### src/rtl/seq_det_rr_sched.sv
// Round-robin scheduler sharing one overlapping serial pattern matcher between
// N_REQ bit-stream requesters; one requester owns the matcher for a whole frame.
module seq_det_rr_sched #(
   parameter int unsigned N_REQ = 4,
   parameter int unsigned PAT_W = 4,
   parameter logic [PAT_W-1:0] PATTERN = 4'b1001,
   parameter int unsigned CNT_W = 8,
   localparam int unsigned ID_W = (N_REQ > 1) ? $clog2(N_REQ) : 1
) (
   input  logic             clk,
   input  logic             rstn,
   input  logic [N_REQ-1:0] req_valid,
   input  logic [N_REQ-1:0] req_bit,
   input  logic [N_REQ-1:0] req_last,
   output logic [N_REQ-1:0] req_ready,
   output logic             match_valid,
   output logic [ID_W-1:0]  match_id,
   output logic             frame_done,
   output logic [ID_W-1:0]  frame_id,
   output logic [CNT_W-1:0] frame_cnt
);

   localparam int unsigned FILL_W = $clog2(PAT_W + 1);
   localparam logic [0:0] S_IDLE = 1'b0;
   localparam logic [0:0] S_BUSY = 1'b1;

   logic [0:0]       state, state_d;
   logic [ID_W-1:0]  rr_ptr, rr_ptr_d;
   logic [ID_W-1:0]  grant, grant_d;
   logic [PAT_W-1:0] hist, hist_d, hist_new;
   logic [FILL_W-1:0] fill, fill_d, fill_new;
   logic [CNT_W-1:0] cnt, cnt_d, cnt_new;
   logic [N_REQ-1:0] ready_d;
   logic             match_valid_d, frame_done_d;
   logic [ID_W-1:0]  match_id_d, frame_id_d;
   logic [CNT_W-1:0] frame_cnt_d;
   logic             found, hit, accept;
   logic [ID_W-1:0]  sel, cand;
   int unsigned      idx;

   // Registers: FSM state, arbitration pointer, matcher datapath and outputs
   always_ff @(posedge clk or negedge rstn) begin
      if (!rstn) begin
         state       <= S_IDLE;
         rr_ptr      <= ID_W'(N_REQ - 1);
         grant       <= '0;
         hist        <= '0;
         fill        <= '0;
         cnt         <= '0;
         req_ready   <= '0;
         match_valid <= 1'b0;
         match_id    <= '0;
         frame_done  <= 1'b0;
         frame_id    <= '0;
         frame_cnt   <= '0;
      end else begin
         state       <= state_d;
         rr_ptr      <= rr_ptr_d;
         grant       <= grant_d;
         hist        <= hist_d;
         fill        <= fill_d;
         cnt         <= cnt_d;
         req_ready   <= ready_d;
         match_valid <= match_valid_d;
         match_id    <= match_id_d;
         frame_done  <= frame_done_d;
         frame_id    <= frame_id_d;
         frame_cnt   <= frame_cnt_d;
      end
   end

   // Next state, arbitration and per-beat match evaluation
   always_comb begin
      state_d       = state;
      rr_ptr_d      = rr_ptr;
      grant_d       = grant;
      hist_d        = hist;
      fill_d        = fill;
      cnt_d         = cnt;
      ready_d       = req_ready;
      match_valid_d = 1'b0;
      match_id_d    = match_id;
      frame_done_d  = 1'b0;
      frame_id_d    = frame_id;
      frame_cnt_d   = frame_cnt;
      found         = 1'b0;
      sel           = '0;
      cand          = '0;
      idx           = 0;

      // First valid requester strictly after the pointer, wrapping
      for (int unsigned i = 1; i <= N_REQ; i++) begin
         idx  = (32'(rr_ptr) + i) % N_REQ;
         cand = ID_W'(idx);
         if (!found && req_valid[cand]) begin
            found = 1'b1;
            sel   = cand;
         end
      end

      hist_new = PAT_W'({hist, req_bit[grant]});
      fill_new = (fill == FILL_W'(PAT_W)) ? fill : fill + FILL_W'(1);
      hit      = (hist_new == PATTERN) && (fill_new == FILL_W'(PAT_W));
      cnt_new  = (hit && (cnt != '1)) ? cnt + CNT_W'(1) : cnt;
      accept   = req_valid[grant] & req_ready[grant];

      case (state)
         S_IDLE: begin
            hist_d = '0;
            fill_d = '0;
            cnt_d  = '0;
            if (found) begin
               grant_d = sel;
               state_d = S_BUSY;
               ready_d = N_REQ'(1) << sel;
            end
         end
         S_BUSY: begin
            if (accept) begin
               hist_d = hist_new;
               fill_d = fill_new;
               cnt_d  = cnt_new;
               if (hit) begin
                  match_valid_d = 1'b1;
                  match_id_d    = grant;
               end
               if (req_last[grant]) begin
                  frame_done_d = 1'b1;
                  frame_id_d   = grant;
                  frame_cnt_d  = cnt_new;
                  rr_ptr_d     = grant;
                  state_d      = S_IDLE;
                  ready_d      = '0;
               end
            end
         end
         default: begin
            state_d = S_IDLE;
            ready_d = '0;
         end
      endcase
   end

endmodule

### config.mk
export PLATFORM = sky130hd
export DESIGN_NAME = seq_det_rr_sched
export DESIGN_NICKNAME = d
export VERILOG_FILES = /design/src/rtl/seq_det_rr_sched.sv
export SDC_FILE = /design/constraint.sdc
export NUM_CORES = 1
export LEC_CHECK = 0
export CORE_MARGIN = 2
export CORE_UTILIZATION = 53
export DETAILED_ROUTE_END_ITERATION = 8
export PLACE_DENSITY_LB_ADDON = 0.15
export SLEW_MARGIN = 5
export SYNTH_ARGS = -nofsm -noshare
export SYNTH_HDL_FRONTEND = slang
export SYNTH_SLANG_ARGS = --single-unit
### constraint.sdc
create_clock -name clk -period 3.22 [get_ports clk]
set_input_delay 0.322 -clock clk [delete_from_list [all_inputs] [get_ports clk]]
set_output_delay 0.322 -clock clk [all_outputs]
set_load 0.02 [all_outputs]
After elaboration in Yosys (flattened, before gate mapping)
Cells that the tools add are included.
{"block": "word_totals", "ff_bits": 37, "memories": 0, "latchBits": 0, "output_inout_bits": 18, "mem_bits_rw": 0, "rom_bits": 0}
{"block": "op_classes", "div": 0, "shift": 1, "n_lt_le_gt_ge": 5, "n_reduce_logical": 12, "multipliers": 0, "mux": 46, "eq_ne": 7, "n_bitwise": 2, "n_addsub": 6}
{"op": "$mux W1", "n": 21}
{"op": "$bmux W1 S2", "n": 8}
{"op": "$mux W8", "n": 2}
{"op": "$pmux W8 S2", "n": 1}
{"op": "$lt A2 B3 Y1 const B", "n": 5}
{"op": "$mux W4", "n": 3}
{"op": "$pmux W3 S2", "n": 2}
{"op": "$mux W3", "n": 3}
{"op": "$reduce_and A3 Y1", "n": 3}
{"op": "$add A8 B1 Y8 const B", "n": 1}
{"op": "$mux W2", "n": 4}
{"op": "$ne A8 B8 Y1 const B", "n": 1}
{"op": "$pmux W4 S2", "n": 1}
{"op": "$eq A3 B3 Y1 const B", "n": 2}
{"op": "$logic_and A1 B1 Y1", "n": 5}
{"op": "$add A2 B1 Y2 const B", "n": 2}
{"op": "$add A2 B2 Y2 const B", "n": 2}
{"op": "$eq A4 B4 Y1 const B", "n": 1}
{"op": "$ne A2 B1 Y1 const B", "n": 2}
{"op": "$shl A1 B2 Y4 const A", "n": 1}
{"op": "$add A3 B1 Y3 const B", "n": 1}
{"op": "$logic_not A1 Y1", "n": 3}
{"op": "$ne A2 B2 Y1 const B", "n": 1}
{"op": "$pmux W1 S2", "n": 1}
{"op": "other kinds (3)", "n": 3}

Logic depth before layout (Yosys ltp)
Gate-level depths: netlist of run 1.
{"block": "logic_depth", "depth_word": 16, "mapped_depth": 8}

Least setup slack after synthesis of run 1
No wires, ideal clock.
{"block": "synth_path", "kind": "flip-flop to flip-flop", "start": "register fill[0]", "end": "register cnt[5]", "t_required_ns": 3.142, "period_less_slack_ns": 2.313, "path_buffers": 0, "setup_ns": 0.078, "setup_slack_ns": 0.907, "arrival_time_ns": 2.235, "path_stages_with_launch": 8, "cell_sequence": "dfrtp_1 -> inv_1 -> ha_1 -> nor4b_4 -> o211ai_4 -> or3_4 -> or4_1 -> a21oi_1"}
{"block": "synth_between", "elab_chain_cells": 8, "word_cells_on_any_way": 9, "classes_between": "add/sub: 1; eq/ne: 2; mux: 4; reduce/logical: 2"}
{"element": "from (decl)", "line": "31", "rtl": "logic [FILL_W-1:0] fill, fill_d, fill_new;"}
{"element": "from (signal assigned)", "line": "61", "rtl": "fill <= fill_d;"}
{"element": "$add A3 B1 Y3 / $eq A3 B3 Y1 (equally long branches)", "line": "102", "rtl": "fill_new = (fill == FILL_W'(PAT_W)) ? fill : fill + FILL_W'(1);"}
{"element": "$mux W3 (*)", "line": "102"}
{"element": "$eq A3 B3 Y1 (*)", "line": "103", "rtl": "hit = (hist_new == PATTERN) && (fill_new == FILL_W'(PAT_W));"}
{"element": "$logic_and A1 B1 Y1 (*)", "line": "103"}
{"element": "$logic_and A1 B1 Y1 (*)", "line": "104", "rtl": "cnt_new = (hit && (cnt != '1)) ? cnt + CNT_W'(1) : cnt;"}
{"element": "$mux W8 (*)", "line": "104"}
{"element": "$mux W8 (*)", "line": "119", "rtl": "if (accept) begin"}
{"element": "$pmux W8 S2 (*)", "line": "107", "rtl": "case (state)"}
{"element": "to (signal assigned)", "line": "62", "rtl": "cnt <= cnt_d;"}
{"element": "to (decl)", "line": "32", "rtl": "logic [CNT_W-1:0] cnt, cnt_d, cnt_new;"}
Every way passes the cells marked *; elsewhere a longest branch is shown, timed or not. The select of a mux whose other input is x is not followed.
A chain may end at the register's enable or synchronous reset.

Worst setup path in the final report of run 1
{"block": "layout_path", "start": "register fill[0]", "end": "register cnt[7]"}
Same word-level chain as after synthesis.

==> impl_metrics.json, run 1 <==
{
  "stdcell_count": 275,
  "avgSynthCellArea_um2": 10.20,
  "first_pass_iters": 4,
  "cts_buffers": 5,
  "synth_xor_area_share_pct": 2.628,
  "synth-seq-cells": 37,
  "grt-ovfl-total": 0,
  "clock_power_share_pct": 16.9,
  "seqPwrFrac_pct": 41.8,
  "skew_ns": 0.005377,
  "drtIter0Drc": 114,
  "critPathMaxFanout": 15,
  "synth_fa_ha_area_share_pct": 1.877,
  "setup_tns_ns": 0,
  "placed_cells": 267,
  "row_count": 22,
  "cts_tree": "yes",
  "synth_area_leaders": "dfrtp_1 44%, a21oi_1 4.0%, mux2i_1 3.5%, nand2_1 3.4%, mux2_2 3.4%",
  "cts_setup_buffers": 0,
  "reg2reg_to": "cnt[7]$_DFFE_PN0P_",
  "ys_types": 43,
  "outcome": "completed",
  "endpoint_kind": "flop",
  "ff2ff_path_depth": 7,
  "synth-simple-area-share_pct": 21.09,
  "insertion_delay_ns": 0.29,
  "internal-power_w": 0.001143,
  "clkSinkCount": 37,
  "grt_max_degree": 38,
  "num-fill-cells": 306,
  "synthMuxAreaShare_pct": 10.26,
  "vdd_drop_max_mv": 0.5040,
  "synth_compound_area_share_pct": 13.27,
  "initial_core_util_pct": 55.03,
  "p_sw_share_pct": 38.41,
  "p_leak_nw": 1.008,
  "grt_pass1_vias": 1576,
  "grt_setup_unrepaired": "false",
  "dieArea_um2": 4280,
  "setup_viol_count_final": 0,
  "power_switching_w": 0.0007127,
  "diodes": 0,
  "synth.top_cell.area_share_pct": 43.80,
  "regToRegSetupSlack_ns": 0.70,
  "holdBufCountCts": 0,
  "die_w_um": 65.42,
  "drt-wirelength-per-cell_um": 15.34,
  "nNetsFinal": 243,
  "synth-seq-area-share_pct": 46.43,
  "yosysWarnings": 0,
  "yosys.area.top_type": "dfrtp_1",
  "cts-root-buf": "clkbuf_8",
  "synth_top_family_by_area": "simple AND/OR/NAND/NOR gates",
  "finalWorstPathRequiredPeriod_ns": 2.525,
  "path_class": "flop to flop",
  "hp-class": "input port to async pin",
  "relSlewSlack_pct": 45.97,
  "syn_to_final_growth_pct": 19.84,
  "grt_use_total_pct": 22.39,
  "synth_fp_nets": 213,
  "drc": 0,
  "cts_buffer_depth": 2,
  "grt_pass1_wl_um": 7307,
  "async_flop_share_pct": 100.0,
  "core_um2": 3633,
  "clk_pin_slew_ns": 0.07,
  "die_y_um": 65.42,
  "num_vias": 1584,
  "required_ns": 3.43,
  "slew_viol_final": 0,
  "gp_congestion": 0.8904,
  "viasPerCell": 5.760,
  "netlist_instances": 196,
  "pwr-share-comb_pct": 41.3,
  "post-route-period-util_pct": 78.41,
  "cp-start-kind": "flop",
  "io_pins": 32,
  "port_buffers": 31,
  "power.density_nw_per_um2": 774.4,
  "maxCapViolCount": 0,
  "syn_area_um2": 1999,
  "hold_viol": 0,
  "synth_edf_count": 0,
  "wl_um": 4218,
  "rr_startpoint": "fill[0]$_DFFE_PN0P_",
  "final_antenna_net_count": 0,
  "arrival_ns": 2.73,
  "cts-resized-gates": 0,
  "drive_above_1_share_pct": 12.33,
  "hpwl_um": 3090,
  "timing.fmax_ghz": 0.3961,
  "synth_flop_cell": "dfrtp_1",
  "antenna_found_initial": 0,
  "tightest_slew_ns": 0.8105,
  "h-tree-depth": 2
}
layout make-up:
type	instances	area, um2	area share (%)
multi-input combinational	142	982.2	40.99
sequential	37	928.4	38.75
timing repair buffer	32	312.8	13.05
clock buffer	6	72.57	3.029
tap	48	60.06	2.507
inverter	8	30.03	1.253
clock inverter	2	10.01	0.4178
placed cells by master, fill, tap and decap left out, types with 6 or more instances in the layout:
| master | instances |
|---|---|
| nand2_1 | 18 |
| dfrtp_1 | 35 |
| inv_1 | 8 |
| mux2_2 | 6 |
| clkdlybuf4s50_1 | 30 |
| nand3_1 | 7 |
| o21ai_0 | 10 |
| xnor2_1 | 6 |
| mux2i_1 | 7 |
| nor2_1 | 16 |
| a21oi_1 | 16 |
cells in the mapped netlist, drive strengths merged (3+ instances only):
master and n:
a21oi 16, a31oi 3, and3 5, buf 6, dfrtp 35, ha 3
inv 8, mux2 6, mux2i 7, mux4 3, nand2 18, nand2b 6
nand3 7, nor2 16, nor3 4, o21ai 10, o31ai 4, o32ai 4
or3 4, or4 4, xnor2 6
critical path, cell delays in order, from the launching register on:
cell and delay [ns]:
dfrtp_1 0.39, inv_1 0.08, ha_1 0.35, nor4b_4 0.32, o211ai_4 0.17, or3_4 0.47
or4_1 0.52, a21oi_1 0.15
stage by stage:
stage | cell area [um2] | power, W | hold slack, ns | utilization [%] | setup WS [ns]
after floorplan | 1999 | 0.001261 | 0.02641 | - | 0.9075
after global placement | 2313 | 0.001519 | 0.4485 | 63.67 | 0.6276
after detailed placement | 2313 | 0.001553 | 0.4607 | 63.67 | 0.5119
after CTS | 2396 | 0.001869 | 0.1453 | 65.94 | 0.6953
after global routing | 2396 | 0.001982 | 0.1815 | 65.94 | 0.5823
final | 2396 | 0.001855 | 0.1180 | 65.94 | 0.6952
metal layers:
metal | up-vias | wire (um) | global-route usage [%]
met3 | 9 | 200 | 3.082
met5 | - | 0 | 0
met2 | 48 | 2065 | 35.33
met1 | 764 | 1863 | 30.30
met4 | 0 | 89 | 11.46
li1 | 763 | - | -
flip-flops by register name, indices dropped and copies added, names as in the netlist, 3 cells and up:
signal	flops
req_ready	4
cnt	8
fill	3
frame_cnt	8
hist	3
power by group through the flow:
stage	Sequential [W]	Combinational (W)	Clock, W
CTS	0.000775	0.000772	0.000321
floorplan	0.000840	0.000421	0
finish	0.000775	0.000767	0.000313
detailed placement	0.000783	0.000770	0
global placement	0.000774	0.000745	0
global route	0.000802	0.000836	0.000343
kinds of logic (layout without fill, tap and decap cells):
family / count (synthesis) / in the layout
simple gates: 75 / 75
compound gates: 42 / 42
flops: 37 / 37
buf+inv: 17 / 48
mux: 16 / 16
xor+xnor: 6 / 6
fa+ha+maj: 3 / 3
worst max path at each step:
stage,endpoint,start,slack (ns),cells after the start
floorplan,cnt[5]$_DFFE_PN0P_,fill[0]$_DFFE_PN0P_,0.91,7
global placement,frame_cnt[6]$_DFFE_PN0P_,req_valid[3],0.63,5
detailed placement,frame_cnt[4]$_DFFE_PN0P_,req_valid[3],0.51,7
CTS,cnt[7]$_DFFE_PN0P_,fill[0]$_DFFE_PN0P_,0.70,7
global route,cnt[2]$_DFFE_PN0P_,fill[0]$_DFFE_PN0P_,0.58,7
finish,cnt[7]$_DFFE_PN0P_,fill[0]$_DFFE_PN0P_,0.70,7
(Power assumes the default switching activity.)
==> run 2: changes to the inputs <==
CORE_UTILIZATION = 48   (was 53)
clock period = 2.3 ns   (was 3.22 ns; I/O delays follow)
==> impl_metrics.json, run 2 (synthesis results as in run 1) <==
{
  "outcome": "completed",
  "cts-root-buf": "clkbuf_8",
  "final_antenna_net_count": 0,
  "hold_slack_ns": 0.3503,
  "insertion_delay_ns": 0.29,
  "clk_pin_slew_ns": 0.07,
  "required_ns": 2.50,
  "drive_above_1_share_pct": 21.72,
  "wl_um": 4506,
  "drc": 0,
  "nNetsFinal": 260,
  "cts_tree": "yes",
  "critPathMaxFanout": 6,
  "grt_pass1_vias": 1635,
  "row_count": 23,
  "arrival_ns": 2.41,
  "finalWorstPathRequiredPeriod_ns": 2.205,
  "drtIter0Drc": 114,
  "diodes": 0,
  "cts_buffers": 5,
  "grt_use_total_pct": 21.87,
  "hp-class": "input port to async pin",
  "largestRegisters": "cnt: 8 flops, frame_cnt: 8 flops, req_ready: 4 flops",
  "timing.fmax_ghz": 0.4535,
  "core_um2": 4000,
  "drt-wirelength-per-cell_um": 15.33,
  "setup_tns_ns": 0,
  "p_leak_nw": 1.086,
  "clkSinkCount": 37,
  "first_pass_iters": 4,
  "holdBufCountCts": 0,
  "initial_core_util_pct": 49.98,
  "rr_startpoint": "fill[0]$_DFFE_PN0P_",
  "port_buffers": 31,
  "setup_viol_count_final": 0,
  "h-tree-depth": 2,
  "grt-ovfl-total": 0,
  "tightest_slew_ns": 0.6118,
  "post-route-period-util_pct": 95.86,
  "cp-endpoint": "cnt[4]$_DFFE_PN0P_",
  "power.density_nw_per_um2": 1061,
  "ff2ff_path_depth": 7,
  "antenna_found_initial": 0,
  "grt_setup_unrepaired": "false",
  "endpoint_kind": "flop",
  "vdd_drop_max_mv": 0.5959,
  "maxCapViolCount": 0,
  "num_vias": 1665,
  "cp-start-kind": "flop",
  "skew_ns": 0.005713,
  "layout_commonest_cell": "dfrtp_1",
  "dieArea_um2": 4698,
  "cts_buffer_depth": 2,
  "grt_max_degree": 38,
  "hpwl_um": 3275,
  "die_w_um": 68.54,
  "hold_viol": 0,
  "layout_common_cells": "35 x dfrtp_1, 31 x clkdlybuf4s50_1, 18 x nand2_1",
  "reg2reg_to": "cnt[4]$_DFFE_PN0P_",
  "placed_cells": 283,
  "path_class": "flop to flop",
  "viasPerCell": 5.663,
  "grt_pass1_wl_um": 7493,
  "relSlewSlack_pct": 59.17,
  "io_pins": 32,
  "syn_to_final_growth_pct": 28.60,
  "stdcell_count": 294,
  "gp_congestion": 0.8771,
  "die_y_um": 68.54,
  "crit_path_start": "fill[0]$_DFFE_PN0P_",
  "slew_viol_final": 0,
  "regToRegSetupSlack_ns": 0.1
}
-- run 2: worst min path at each step --
stage | cells past startpoint | end
floorplan | 0 | cnt[0]$_DFFE_PN0P_
global placement | 1 | match_id[0]$_DFFE_PN0P_
detailed placement | 1 | frame_id[1]$_DFFE_PN0P_
CTS | 2 | hist[1]$_DFFE_PN0P_
global route | 2 | frame_cnt[4]$_DFFE_PN0P_
finish | 2 | frame_cnt[4]$_DFFE_PN0P_
-- run 2: power breakdown --
part / switching (W) / total (W) / internal [W]
Combinational: 0.000617 / 0.00123 / 0.000609
Clock: 0.000218 / 0.000428 / 0.000210
Sequential: 0.000199 / 0.00108 / 0.000877
-- run 2: through the flow --
| step | total power, W | utilization [%] | setup WS [ns] | cell area, um2 |
|---|---|---|---|---|
| 4_1_cts | 0.002746 | 63.40 | 0.002675 | 2536 |
| 3_3_place_gp | 0.002209 | 60.65 | -0.009963 | 2426 |
| 3_5_place_dp | 0.002278 | 60.65 | -0.05119 | 2426 |
| 2_1_floorplan | 0.001765 | - | 0.02941 | 1999 |
| 5_1_grt | 0.002933 | 64.28 | 0.002702 | 2571 |
| 6_report | 0.002729 | 64.28 | 0.09515 | 2571 |
-- run 2: cell type report --
class	count	area [um2]
Fill cell	330	1429
Multi-Input combinational cell	143	1030
Sequential cell	37	928.4
Timing Repair Buffer	48	437.9
Clock buffer	6	72.57
Tap cell	50	62.56
Inverter	8	30.03
Clock inverter	2	10.01
-- run 2: timing repair --
action | in CTS | in global routing
endpoints found under the setup margin | 4 | 5
cloned | 0 | 1
pin swaps | 2 | 9
buffers inserted | 2 | 0
resized for setup | 1 | 9
-- run 2: per-layer routing --
metal / track usage, % / wire (um) / up-vias
li1: - / - / 799
met1: 27.04 / 1929 / 807
met2: 36.54 / 2263 / 50
met3: 5.844 / 229 / 9
met4: 8.250 / 84 / 0
met5: 0 / 0 / -
-- run 2: critical path, cell delays in order, from the launching register on --
cell	delay, ns
dfrtp_1	0.39
inv_2	0.08
ha_4	0.21
nor4b_4	0.25
o211ai_4	0.13
or3_4	0.42
or4_1	0.49
a21oi_1	0.15
==> run 3: changes to the inputs <==
CTS_BUF_LIST = sky130_fd_sc_hd__clkbuf_16   (was unset)
==> impl_metrics.json, run 3 (synthesis results as in run 1) <==
{
  "finalWorstPathRequiredPeriod_ns": 2.197,
  "num_vias": 1654,
  "io_pins": 32,
  "cts_buffers": 5,
  "arrival_ns": 2.39,
  "gp_congestion": 0.8771,
  "crit_path_cell_trace": "inv_2 -> ha_4 -> nor4b_4 -> o211ai_4 -> or3_4 -> or4_1 -> a21oi_1",
  "core_um2": 4000,
  "tightest_slew_ns": 0.5979,
  "place_area_um2": 2426,
  "hold_slack_ns": 0.3724,
  "grt_pass1_vias": 1645,
  "dieArea_um2": 4698,
  "p_leak_nw": 1.115,
  "layout_commonest_cell": "dfrtp_1",
  "timing.fmax_ghz": 0.4552,
  "final_antenna_net_count": 0,
  "viasPerCell": 5.626,
  "grt_pass1_wl_um": 7645,
  "die_y_um": 68.54,
  "layout_common_cells": "35 x dfrtp_1, 31 x clkdlybuf4s50_1, 18 x nand2_1",
  "cts-root-buf": "clkbuf_16",
  "drt-wirelength-per-cell_um": 15.58,
  "drc": 0,
  "diodes": 0,
  "crit_family": "simple AND/OR/NAND/NOR gates",
  "path_buf_inv": 1,
  "grt_use_total_pct": 22.41,
  "hold_viol": 0,
  "nNetsFinal": 260,
  "grt-ovfl-total": 0,
  "power.total_w": 0.002943,
  "antenna_found_initial": 0,
  "path_class": "flop to flop",
  "holdBufCountCts": 0,
  "grt_setup_unrepaired": "false",
  "drtIter0Drc": 86,
  "outcome": "completed",
  "vdd_drop_max_mv": 0.5510,
  "slowest_delay_ns": 0.49,
  "largestRegisters": "cnt: 8 flops, frame_cnt: 8 flops, req_ready: 4 flops",
  "cts_buffer_depth": 2,
  "first_pass_iters": 4,
  "h-tree-depth": 2,
  "critPathMaxFanout": 6,
  "cts_tree": "yes",
  "drive_above_1_share_pct": 21.72,
  "post-route-period-util_pct": 95.51,
  "skew_ns": 0.004084,
  "clk_pin_slew_ns": 0.05,
  "row_count": 23,
  "cp_slowest_cell": "or4_1",
  "endpoint_kind": "flop",
  "setup_ws_ns": 0.1033,
  "setup_viol_count_final": 0,
  "insertion_delay_ns": 0.28,
  "cp-start-kind": "flop",
  "final_area_um2": 2628,
  "required_ns": 2.49,
  "hp-class": "input port to async pin",
  "regToRegSetupSlack_ns": 0.10,
  "wl_um": 4581,
  "grt_max_degree": 38,
  "clkSinkCount": 37,
  "slew_viol_final": 0,
  "hpwl_um": 3275,
  "power.density_nw_per_um2": 1120,
  "die_w_um": 68.54,
  "initial_core_util_pct": 49.98,
  "place_ws_ns": -0.05119,
  "maxCapViolCount": 0,
  "syn_to_final_growth_pct": 31.41,
  "relSlewSlack_pct": 60.09,
  "port_buffers": 31
}
run 3: final timing paths:
| kind | to | depth (start not counted) | from |
|---|---|---|---|
| setup reg to reg | cnt[4]$_DFFE_PN0P_ | 7 | fill[0]$_DFFE_PN0P_ |
| hold / removal | frame_cnt[4]$_DFFE_PN0P_ | 2 | rstn |
| hold reg to reg | frame_id[1]$_DFFE_PN0P_ | 1 | frame_id[1]$_DFFE_PN0P_ |
| setup / recovery | cnt[4]$_DFFE_PN0P_ | 7 | fill[0]$_DFFE_PN0P_ |
| min in group clk | frame_id[1]$_DFFE_PN0P_ | 1 | frame_id[1]$_DFFE_PN0P_ |
| max in group asynchronous | rr_ptr[1]$_DFFE_PN1P_ | 2 | rstn |
run 3: final cells by class:
cell class	instances	area [um2]
Fill cell	322	1373
Inverter	8	30.03
Multi-Input combinational cell	143	1030
Clock inverter	3	13.76
Clock buffer	5	125.1
Tap cell	50	62.56
Sequential cell	37	928.4
Timing Repair Buffer	48	437.9
run 3: per-layer routing:
layer | GRT usage (%) | vias up | wire length (um)
li1 | - | 801 | -
met1 | 27.91 | 806 | 2021
met2 | 37.26 | 38 | 2270
met3 | 5.844 | 9 | 196
met4 | 8.500 | 0 | 91
met5 | 0 | - | 0
run 3: per-stage QoR:
step | std cells | TNS, ns | util [%]
2_1_floorplan | 196 | 0 | -
3_3_place_gp | 283 | -0.009963 | 60.65
3_5_place_dp | 283 | -0.1133 | 60.65
4_1_cts | 293 | 0 | 64.81
5_1_grt | 294 | 0 | 65.69
6_report | 294 | 0 | 65.69
run 3: where the power goes:
part           switching, W  internal, W  total [W]
Sequential         0.000201     0.000878    0.00108
Combinational      0.000616     0.000609    0.00122
Clock              0.000247     0.000393   0.000639
Total               0.00106      0.00188    0.00294
run 3: worst reg2reg max path: cells and delay by family, from the launching register on:
kind	cells	cell delay (ns)
AOI/OAI and AO/OA	2	0.27
buffers and inverters	1	0.08
and+or+nand+nor	3	1.16
adders and majority gates	1	0.21
DFF	1	0.38
run 3: repair_timing:
| item | in CTS | in global routing |
|---|---|---|
| cloned | 0 | 1 |
| buffers inserted | 2 | 0 |
| gates resized for setup | 1 | 9 |
| setup endpoints to repair | 4 | 5 |
| pin swaps | 2 | 9 |
